`src/rtl/imem_fetch_if.sv`:
```
// imem_fetch_if: fetch request/response and program-load handshake bundle.
// master drives requests, response-ready, flush and loads; slave (the memory) drives the rest.
interface imem_fetch_if #(parameter int N = 32, parameter int ADDR_W = 7);
  logic              req_valid;
  logic              req_ready;
  logic [ADDR_W-1:0] req_addr;
  logic              rsp_valid;
  logic              rsp_ready;
  logic [N-1:0]      rsp_data;
  logic [ADDR_W-1:0] rsp_addr;
  logic              rsp_err;
  logic              flush;
  logic              ld_valid;
  logic              ld_ready;
  logic [ADDR_W-1:0] ld_addr;
  logic [N-1:0]      ld_data;
  modport master (
    output req_valid, req_addr, rsp_ready, flush, ld_valid, ld_addr, ld_data,
    input  req_ready, rsp_valid, rsp_data, rsp_addr, rsp_err, ld_ready
  );
  modport slave (
    input  req_valid, req_addr, rsp_ready, flush, ld_valid, ld_addr, ld_data,
    output req_ready, rsp_valid, rsp_data, rsp_addr, rsp_err, ld_ready
  );
endinterface

```
`src/rtl/imem_fetch.sv`:
```
// imem_fetch: instruction memory with clear-on-reset sweep, 1-cycle fetch and program load.
// Ports: clk, reset (async, active-low), bus (imem_fetch_if.slave: req/rsp/flush/ld),
//        init_done (clear sweep finished), fetch_cnt (saturating count of consumed responses).
// Optional IMEM_PARITY_EN: stores an even-parity bit per word and reports mismatches on rsp_err.
module imem_fetch #(
  parameter int N = 32,
  parameter int ADDR_W = 7
) (
  input  logic        clk,
  input  logic        reset,
  imem_fetch_if.slave bus,
  output logic        init_done,
  output logic [31:0] fetch_cnt
);
  localparam int DEPTH = 2 ** ADDR_W;
  typedef enum logic {INIT, RUN} state_t;
  state_t            state;
  logic [ADDR_W-1:0] cnt;
  logic [N-1:0]      mem [DEPTH];
  logic              accept;
  logic              we;
  logic [ADDR_W-1:0] wa;
  logic [N-1:0]      wd;
  assign init_done     = state == RUN;
  assign bus.ld_ready  = state == RUN;
  assign bus.req_ready = state == RUN && !bus.flush && (!bus.rsp_valid || bus.rsp_ready);
  assign accept        = bus.req_valid && bus.req_ready;
  // INIT owns the write port for the clear sweep; loads only land in RUN
  assign we = state == INIT || bus.ld_valid;
  assign wa = state == INIT ? cnt : bus.ld_addr;
  assign wd = state == INIT ? '0 : bus.ld_data;
`ifdef IMEM_PARITY_EN
  logic par [DEPTH];
  logic err;
  always_ff @(posedge clk)
    if (we) begin
      mem[wa] <= wd;
      par[wa] <= ^wd;
    end
  always_ff @(posedge clk or negedge reset)
    if (!reset) err <= 1'b0;
    else if (accept) err <= (^mem[bus.req_addr]) != par[bus.req_addr];
  assign bus.rsp_err = err;
`else
  always_ff @(posedge clk)
    if (we) mem[wa] <= wd;
  assign bus.rsp_err = 1'b0;
`endif
  // the read below samples mem before this edge's write lands, giving read-first behaviour
  always_ff @(posedge clk or negedge reset)
    if (!reset) begin
      state         <= INIT;
      cnt           <= '0;
      bus.rsp_valid <= 1'b0;
      bus.rsp_data  <= '0;
      bus.rsp_addr  <= '0;
      fetch_cnt     <= '0;
    end else begin
      if (state == INIT) begin
        cnt <= cnt + ADDR_W'(1);
        if (&cnt) state <= RUN;
      end
      if (accept) begin
        bus.rsp_valid <= 1'b1;
        bus.rsp_data  <= mem[bus.req_addr];
        bus.rsp_addr  <= bus.req_addr;
      end else if (bus.flush || bus.rsp_ready) bus.rsp_valid <= 1'b0;
      if (bus.rsp_valid && bus.rsp_ready && !bus.flush && !(&fetch_cnt)) fetch_cnt <= fetch_cnt + 32'd1;
    end
endmodule

```
`src/flat_wrapper.sv`:
```
// flat-port wrapper written by rule: the top's interface ports become plain ports
module imem_fetch_flat 
#(
  parameter int N = 32,
  parameter int ADDR_W = 7
)
  (clk, reset, init_done, fetch_cnt, bus_req_valid, bus_req_addr, bus_rsp_ready, bus_flush, bus_ld_valid, bus_ld_addr, bus_ld_data, bus_req_ready, bus_rsp_valid, bus_rsp_data, bus_rsp_addr, bus_rsp_err, bus_ld_ready);
  imem_fetch_if #(.N(N), .ADDR_W(ADDR_W)) bus_i ();
  input  logic clk;
  input  logic reset;
  output logic init_done;
  output logic [31:0] fetch_cnt;
  input wire logic [$bits(bus_i.req_valid)-1:0] bus_req_valid;
  input wire logic [$bits(bus_i.req_addr)-1:0] bus_req_addr;
  input wire logic [$bits(bus_i.rsp_ready)-1:0] bus_rsp_ready;
  input wire logic [$bits(bus_i.flush)-1:0] bus_flush;
  input wire logic [$bits(bus_i.ld_valid)-1:0] bus_ld_valid;
  input wire logic [$bits(bus_i.ld_addr)-1:0] bus_ld_addr;
  input wire logic [$bits(bus_i.ld_data)-1:0] bus_ld_data;
  output wire logic [$bits(bus_i.req_ready)-1:0] bus_req_ready;
  output wire logic [$bits(bus_i.rsp_valid)-1:0] bus_rsp_valid;
  output wire logic [$bits(bus_i.rsp_data)-1:0] bus_rsp_data;
  output wire logic [$bits(bus_i.rsp_addr)-1:0] bus_rsp_addr;
  output wire logic [$bits(bus_i.rsp_err)-1:0] bus_rsp_err;
  output wire logic [$bits(bus_i.ld_ready)-1:0] bus_ld_ready;
  assign bus_i.req_valid = bus_req_valid;
  assign bus_i.req_addr = bus_req_addr;
  assign bus_i.rsp_ready = bus_rsp_ready;
  assign bus_i.flush = bus_flush;
  assign bus_i.ld_valid = bus_ld_valid;
  assign bus_i.ld_addr = bus_ld_addr;
  assign bus_i.ld_data = bus_ld_data;
  assign bus_req_ready = bus_i.req_ready;
  assign bus_rsp_valid = bus_i.rsp_valid;
  assign bus_rsp_data = bus_i.rsp_data;
  assign bus_rsp_addr = bus_i.rsp_addr;
  assign bus_rsp_err = bus_i.rsp_err;
  assign bus_ld_ready = bus_i.ld_ready;
  imem_fetch #(.N(N), .ADDR_W(ADDR_W)) u_core (.clk(clk), .reset(reset), .bus(bus_i), .init_done(init_done), .fetch_cnt(fetch_cnt));
endmodule
```
`config.mk`:
```
export PLATFORM = sky130hd
export DESIGN_NAME = imem_fetch_flat
export DESIGN_NICKNAME = d
export VERILOG_FILES = /design/src/rtl/imem_fetch_if.sv /design/src/rtl/imem_fetch.sv /design/src/flat_wrapper.sv
export SDC_FILE = /design/constraint.sdc
export NUM_CORES = 2
export LEC_CHECK = 0
export ABC_AREA = 1
export CAP_MARGIN = 25
export CORE_ASPECT_RATIO = 0.8
export CORE_UTILIZATION = 35
export CTS_CLUSTER_DIAMETER = 30
export DETAILED_ROUTE_END_ITERATION = 10
export PLACE_DENSITY_LB_ADDON = 0.05
export RECOVER_POWER = 25
export SLEW_MARGIN = 10
export SYNTH_ARGS = -nofsm -noshare
export SYNTH_HDL_FRONTEND = slang
export SYNTH_SLANG_ARGS = --single-unit
export TNS_END_PERCENT = 100
```
`constraint.sdc`:
```
create_clock -name clk -period 5.14 [get_ports clk]
set_clock_uncertainty 0.15 [all_clocks]
set_input_delay 0.514 -clock clk [delete_from_list [all_inputs] [get_ports clk]]
set_output_delay 0.514 -clock clk [all_outputs]
set_load 0.005 [all_outputs]
```
# Word-level counts from Yosys, hierarchy flattened
# Memories as Yosys holds them, arrays and structs flattened. A register that Yosys moved wholly into a read port is not among the register bits.
# Cells that the tools add are included.
[classes]
mux = 8
n_addsub = 2
n_reduce_logical = 16
n_bitwise = 1
[op_table]
columns = ["op", "n"]
rows = [
  ["$add 32x1->32 const B", 1],
  ["$mux 32", 1],
  ["$reduce_and 32->1", 1],
  ["$add 7x1->7 const B", 1],
  ["$mux 7", 1],
  ["$reduce_and 7->1", 1],
  ["$logic_and 1x1->1", 6],
  ["$mux 1", 6],
  ["$logic_not 1->1", 4],
  ["$logic_or 1x1->1", 3],
  ["$reduce_bool 2->1", 1],
  ["$not 1->1", 1],
]
[word_totals]
wordCells = 33
register_bits = 48
output_inout_bits = 76
ram_bits = 4096
in_bits = 52
memories = 1
[memory_table]
columns = ["name", "depth", "width", "rd", "rd_ports_with_merged_regs", "write_ports", "line_no", "source"]
rows = [
  ["u_core.mem", 128, 32, 1, 1, 1, "imem_fetch.sv:19", "logic [N-1:0] mem [DEPTH];"],
]

# Longest topological paths before layout
[logic_depth]
ltp_word = 5
mapped_depth = 15
ltp_nobuf = 12

# Worst setup path after synthesis
# Ideal clock, no wire load.
[synth_path]
path_kind = "input -> register"
startpoint = "in bus_ld_addr[5]"
endpoint = "mem u_core.mem[90][0] (enable)"
n_path_buf = 0
setup_slack_ns = 1.021
cell_stages = 6
setup_time_ns = 0.461
required_time_ns = 4.529
arrival_time_ns = 3.508
cell_sequence = "or2_2 > o21ai_0 > inv_1 > nor2_1 > nand2_1 > nor3_1"
[synth_via]
elab_chain_cells = 1
[synth_rtl]
columns = ["item", "line_no", "source"]
rows = [
  ["start, declared", "flat_wrapper.sv:18", "input wire logic [$bits(bus_i.ld_addr)-1:0] bus_ld_addr;"],
  ["$mux 7", "imem_fetch.sv:30", "assign wa = state == INIT ? cnt : bus.ld_addr;"],
  ["end, declared", "imem_fetch.sv:19", ""],
]
# No other way between the ends.

# Final worst setup path
[layout_path]
startpoint = "reg u_core.state, in the netlist u_core.bus.ld_ready"
endpoint = "mem u_core.mem[120][30], data pin"
[layout_via]
elab_chain_cells = 1
[layout_rtl]
columns = ["item", "line_no", "source"]
rows = [
  ["start, declared", "imem_fetch.sv:17", "state_t state;"],
  ["start signal, assigned", "imem_fetch.sv:52", "state <= INIT;"],
  ["start signal, assigned", "imem_fetch.sv:61", "if (&cnt) state <= RUN;"],
  ["$mux 32", "imem_fetch.sv:31", "assign wd = state == INIT ? '0 : bus.ld_data;"],
  ["via u_core.wd[30]", "imem_fetch.sv:23", "logic [N-1:0] wd;"],
]
# The timed path passes the listed nets, and every way through them passes these cells.

==> impl_results.md <==
- Cell Area, Synth: 169000 um^2
- CTS tree: built
- Final Power: 0.0980 W
- Grt total ovfl: 0
- # H-tree levels: 6
- Worst skew pair latency: 1.11 ns
- LEAKAGE: 73.0 nW
- Worst Path Arrival: 4.86 ns
- Crit path time final: 4.28 ns
- Post-Syn Instances: 14.1k
- Asr flop ratio synth: 1.92%
- DIE WIDTH: 780 um
- Reg2reg setup slack: 0.86 ns
- Crit end category: register
- Startpoint type of the worst setup path: register
- Post-CTS sizing: 0
- Worst Setup EP: u_core.mem[120][30]$_DFFE_PP_
- CTS Sinks: 4176
- Root Driver: clkbuf_16
- DP HPWL: 360 mm
- Avg WL per Cell: 28.2 um
- Max clock buf depth: 4
- Largest net degree at the start of global routing: 139
- Hold slack: 0.162 ns
- CTS Buf Count: 874
- Core area: 482000 um^2
- Die ar.: 487000 um^2
- DRT antenna net count: 0
- Achievable Freq: 233 MHz
- RD Place Congestion: 0.854
- Post-CTS Setup Bufs: 0
- Rel. slew slack: -60.8%
- Slew Viols, Final: 1055
- Setup Viol. Count Final: 0
- Reg2reg end: u_core.mem[120][30]$_DFFE_PP_
- Via/cell ratio: 5.27
- Crit share post-route: 83.3%
- Worst-path clk slew: 0.05 ns
- # port buffers: 126
- Slew @ Worst Pin: 2.41 ns
- CP Class: reg -> reg
- Top-Level Pins: 128
- Place WS: 0.930 ns
- Nets: 14.7k
- Synthesized net count: 14.2k
- Fill cell count: 44.3k
- DR pass1 iterations: 6
- Fraction of layout cells with a size suffix above 1: 13.0%
- Initial drt markers: 14.0k
- Commonest non-fill, non-tap cell in the layout: nand2_1
- Layout area overhead: 23.6%
- Worst endpoint required time: 5.71 ns
- Initial Util: 35.1%
- DRC: 0
- First-pass GRT wire length: 858 mm
- Syn Area/Cell: 12.0 um^2
- Reg2reg start: u_core.bus.ld_ready$_DFF_PN0_
- Peak VDD IR: 346 uV
- Top_reg_cell synth: edfxtp_1
- Yosys warnings: 0
- Status: complete, but fails checks
- Number of global-route vias before repair: 108k
- R2R depth: 4
- Violated checks: max-capacitance violations, max-slew violations
- Crit path from: u_core.bus.ld_ready$_DFF_PN0_
- Seq/Total Area, Yosys: 73.8%
- Max-cap viol count: 19
- Pwr/cell area: 468 nW/um^2
- Initial antenna violation count: 62
- Synth unique cells: 35
- Total global-route track usage: 24.6%
- Synthesized flop and latch total: 4176
- Commonest non-fill, non-tap cells in the layout: nand2_1 (4847), edfxtp_1 (4096), nand3_1 (3785)
- RSZ-0062 raised after global routing: false
- Crit-path max FO: 67
- Row count: 228
- Endpoints failing hold: 0
- Post-Route WL: 618 mm
- Die height: 624 um
- Setup_tns: 0 ns
- Final WS setup: 0.856 ns
- Worst Hold Class: in -> reg
- Via count: 115k
- Post-synth EDFFs: 4096
-- final cells by class --
type | count | area [um^2] | area share (%)
Antenna cell | 35 | 87.6 | 0.0418
Inverter | 84 | 520 | 0.249
Clock buffer | 1022 | 22700 | 10.9
Clock inverter | 619 | 7340 | 3.51
Tap cell | 6440 | 8060 | 3.85
Sequential cell | 4176 | 125000 | 59.7
Timing Repair Buffer | 578 | 6050 | 2.89
Multi-Input combinational cell | 8924 | 39500 | 18.9
-- Yosys cell counts (2+ instances only) --
| cell type | count | area share (%) |
|---|---|---|
| nand2_1 | 4852 | 11 |
| edfxtp_1 | 4096 | 73 |
| nand3_1 | 3787 | 11 |
| buf_2 | 477 | 1.4 |
| nor2_1 | 185 | 0.41 |
| buf_6 | 137 | 0.91 |
| clkbuf_1 | 121 | 0.27 |
| buf_4 | 115 | 0.51 |
| dfrtp_1 | 80 | 1.2 |
| inv_1 | 77 | 0.17 |
| buf_1 | 71 | 0.16 |
| xor2_1 | 24 | 0.12 |
| nor3_1 | 20 | 0.059 |
| o21ai_0 | 13 | 0.038 |
| xnor2_1 | 11 | 0.057 |
| nand4_1 | 10 | 0.037 |
| nor4_1 | 3 | 0.011 |
| buf_12 | 2 | 0.024 |
| clkinv_1 | 2 | 0.0044 |
| ha_1 | 2 | 0.015 |
| inv_2 | 2 | 0.0044 |
| inv_4 | 2 | 0.0074 |
| nand3b_1 | 2 | 0.0089 |
| nor3_2 | 2 | 0.012 |
| o21a_1 | 2 | 0.0089 |
| o21ai_1 | 2 | 0.0059 |
| or2_2 | 2 | 0.0074 |
-- power breakdown --
group	total, W	switching [W]	leakage [nW]	internal (W)
combinational	0.00426	0.00321	28.9	0.00105
clock	0.0568	0.0190	14.4	0.0378
sequential	0.0369	0.000000691	29.7	0.0369
total	0.0980	0.0222	73.0	0.0758
-- state kept, by name, summed over array words and instances (netlist names) --
signal,flops
u_core.bus.rsp_valid,1
u_core.bus.rsp_addr,7
u_core.bus.ld_ready,1
u_core.bus.rsp_data,32
u_core.fetch_cnt,32
u_core.mem,4096
u_core.cnt,7
-- logic make-up after synthesis --
group,Yosys count,share of synthesized area (%)
buffers and inverters,1007,3.47
adder cells (fa/ha/maj),2,0.0148
AO/OA/AOI/OAI,19,0.0606
flip-flops,4176,73.8
other,1,0.00221
XOR/XNOR,35,0.181
AND/OR/NAND/NOR,8867,22.5
-- metal layers --
layer  up-vias  track usage, %  routed length (um)
li1      51500               -                   -
met3       765            4.70               55000
met5         -               0                   0
met4         0            6.21               14300
met1     58000            38.6              291000
met2      4908            34.7              258000
-- metrics by stage --
| stage | util (%) | instances | cell area [um^2] |
|---|---|---|---|
| after floorplan | - | 14100 | 169000 |
| after detailed placement | 37.2 | 20200 | 179000 |
| after global routing | 43.4 | 21900 | 209000 |
| after CTS | 43.4 | 21800 | 209000 |
| final | 43.4 | 21900 | 209000 |
| after global placement | 37.2 | 20200 | 179000 |
-- worst min-delay path by stage --
stage / from / to / slack [ns] / depth (start not counted)
floorplan: reset / u_core.bus.ld_ready$_DFF_PN0_ / 0.07 / 0
global placement: u_core.cnt[6]$_DFFE_PN0N_ / u_core.cnt[6]$_DFFE_PN0N_ / 0.31 / 1
detailed placement: u_core.cnt[6]$_DFFE_PN0N_ / u_core.cnt[6]$_DFFE_PN0N_ / 0.32 / 1
CTS: bus_ld_data[29] / u_core.mem[20][29]$_DFFE_PP_ / 0.005 / 3
global route: bus_req_addr[3] / u_core.bus.rsp_data[8]$_DFFE_PN0P_ / 0.13 / 6
finish: bus_req_addr[3] / u_core.bus.rsp_data[8]$_DFFE_PN0P_ / 0.16 / 6
-- worst max-delay path, stage by stage (launching register included) --
cell and delay (ns):
dfrtp_1 0.55, buf_4 0.33, nand2_1 0.19, clkinvlp_4 1.63
buf_12 0.85
-- timing repair --
item	CTS	global route
hold endpoints to repair	99	0
setup endpoints to repair	0	0
hold buffers	7	0
No activity file was read; power rests on OpenSTA's default activity.
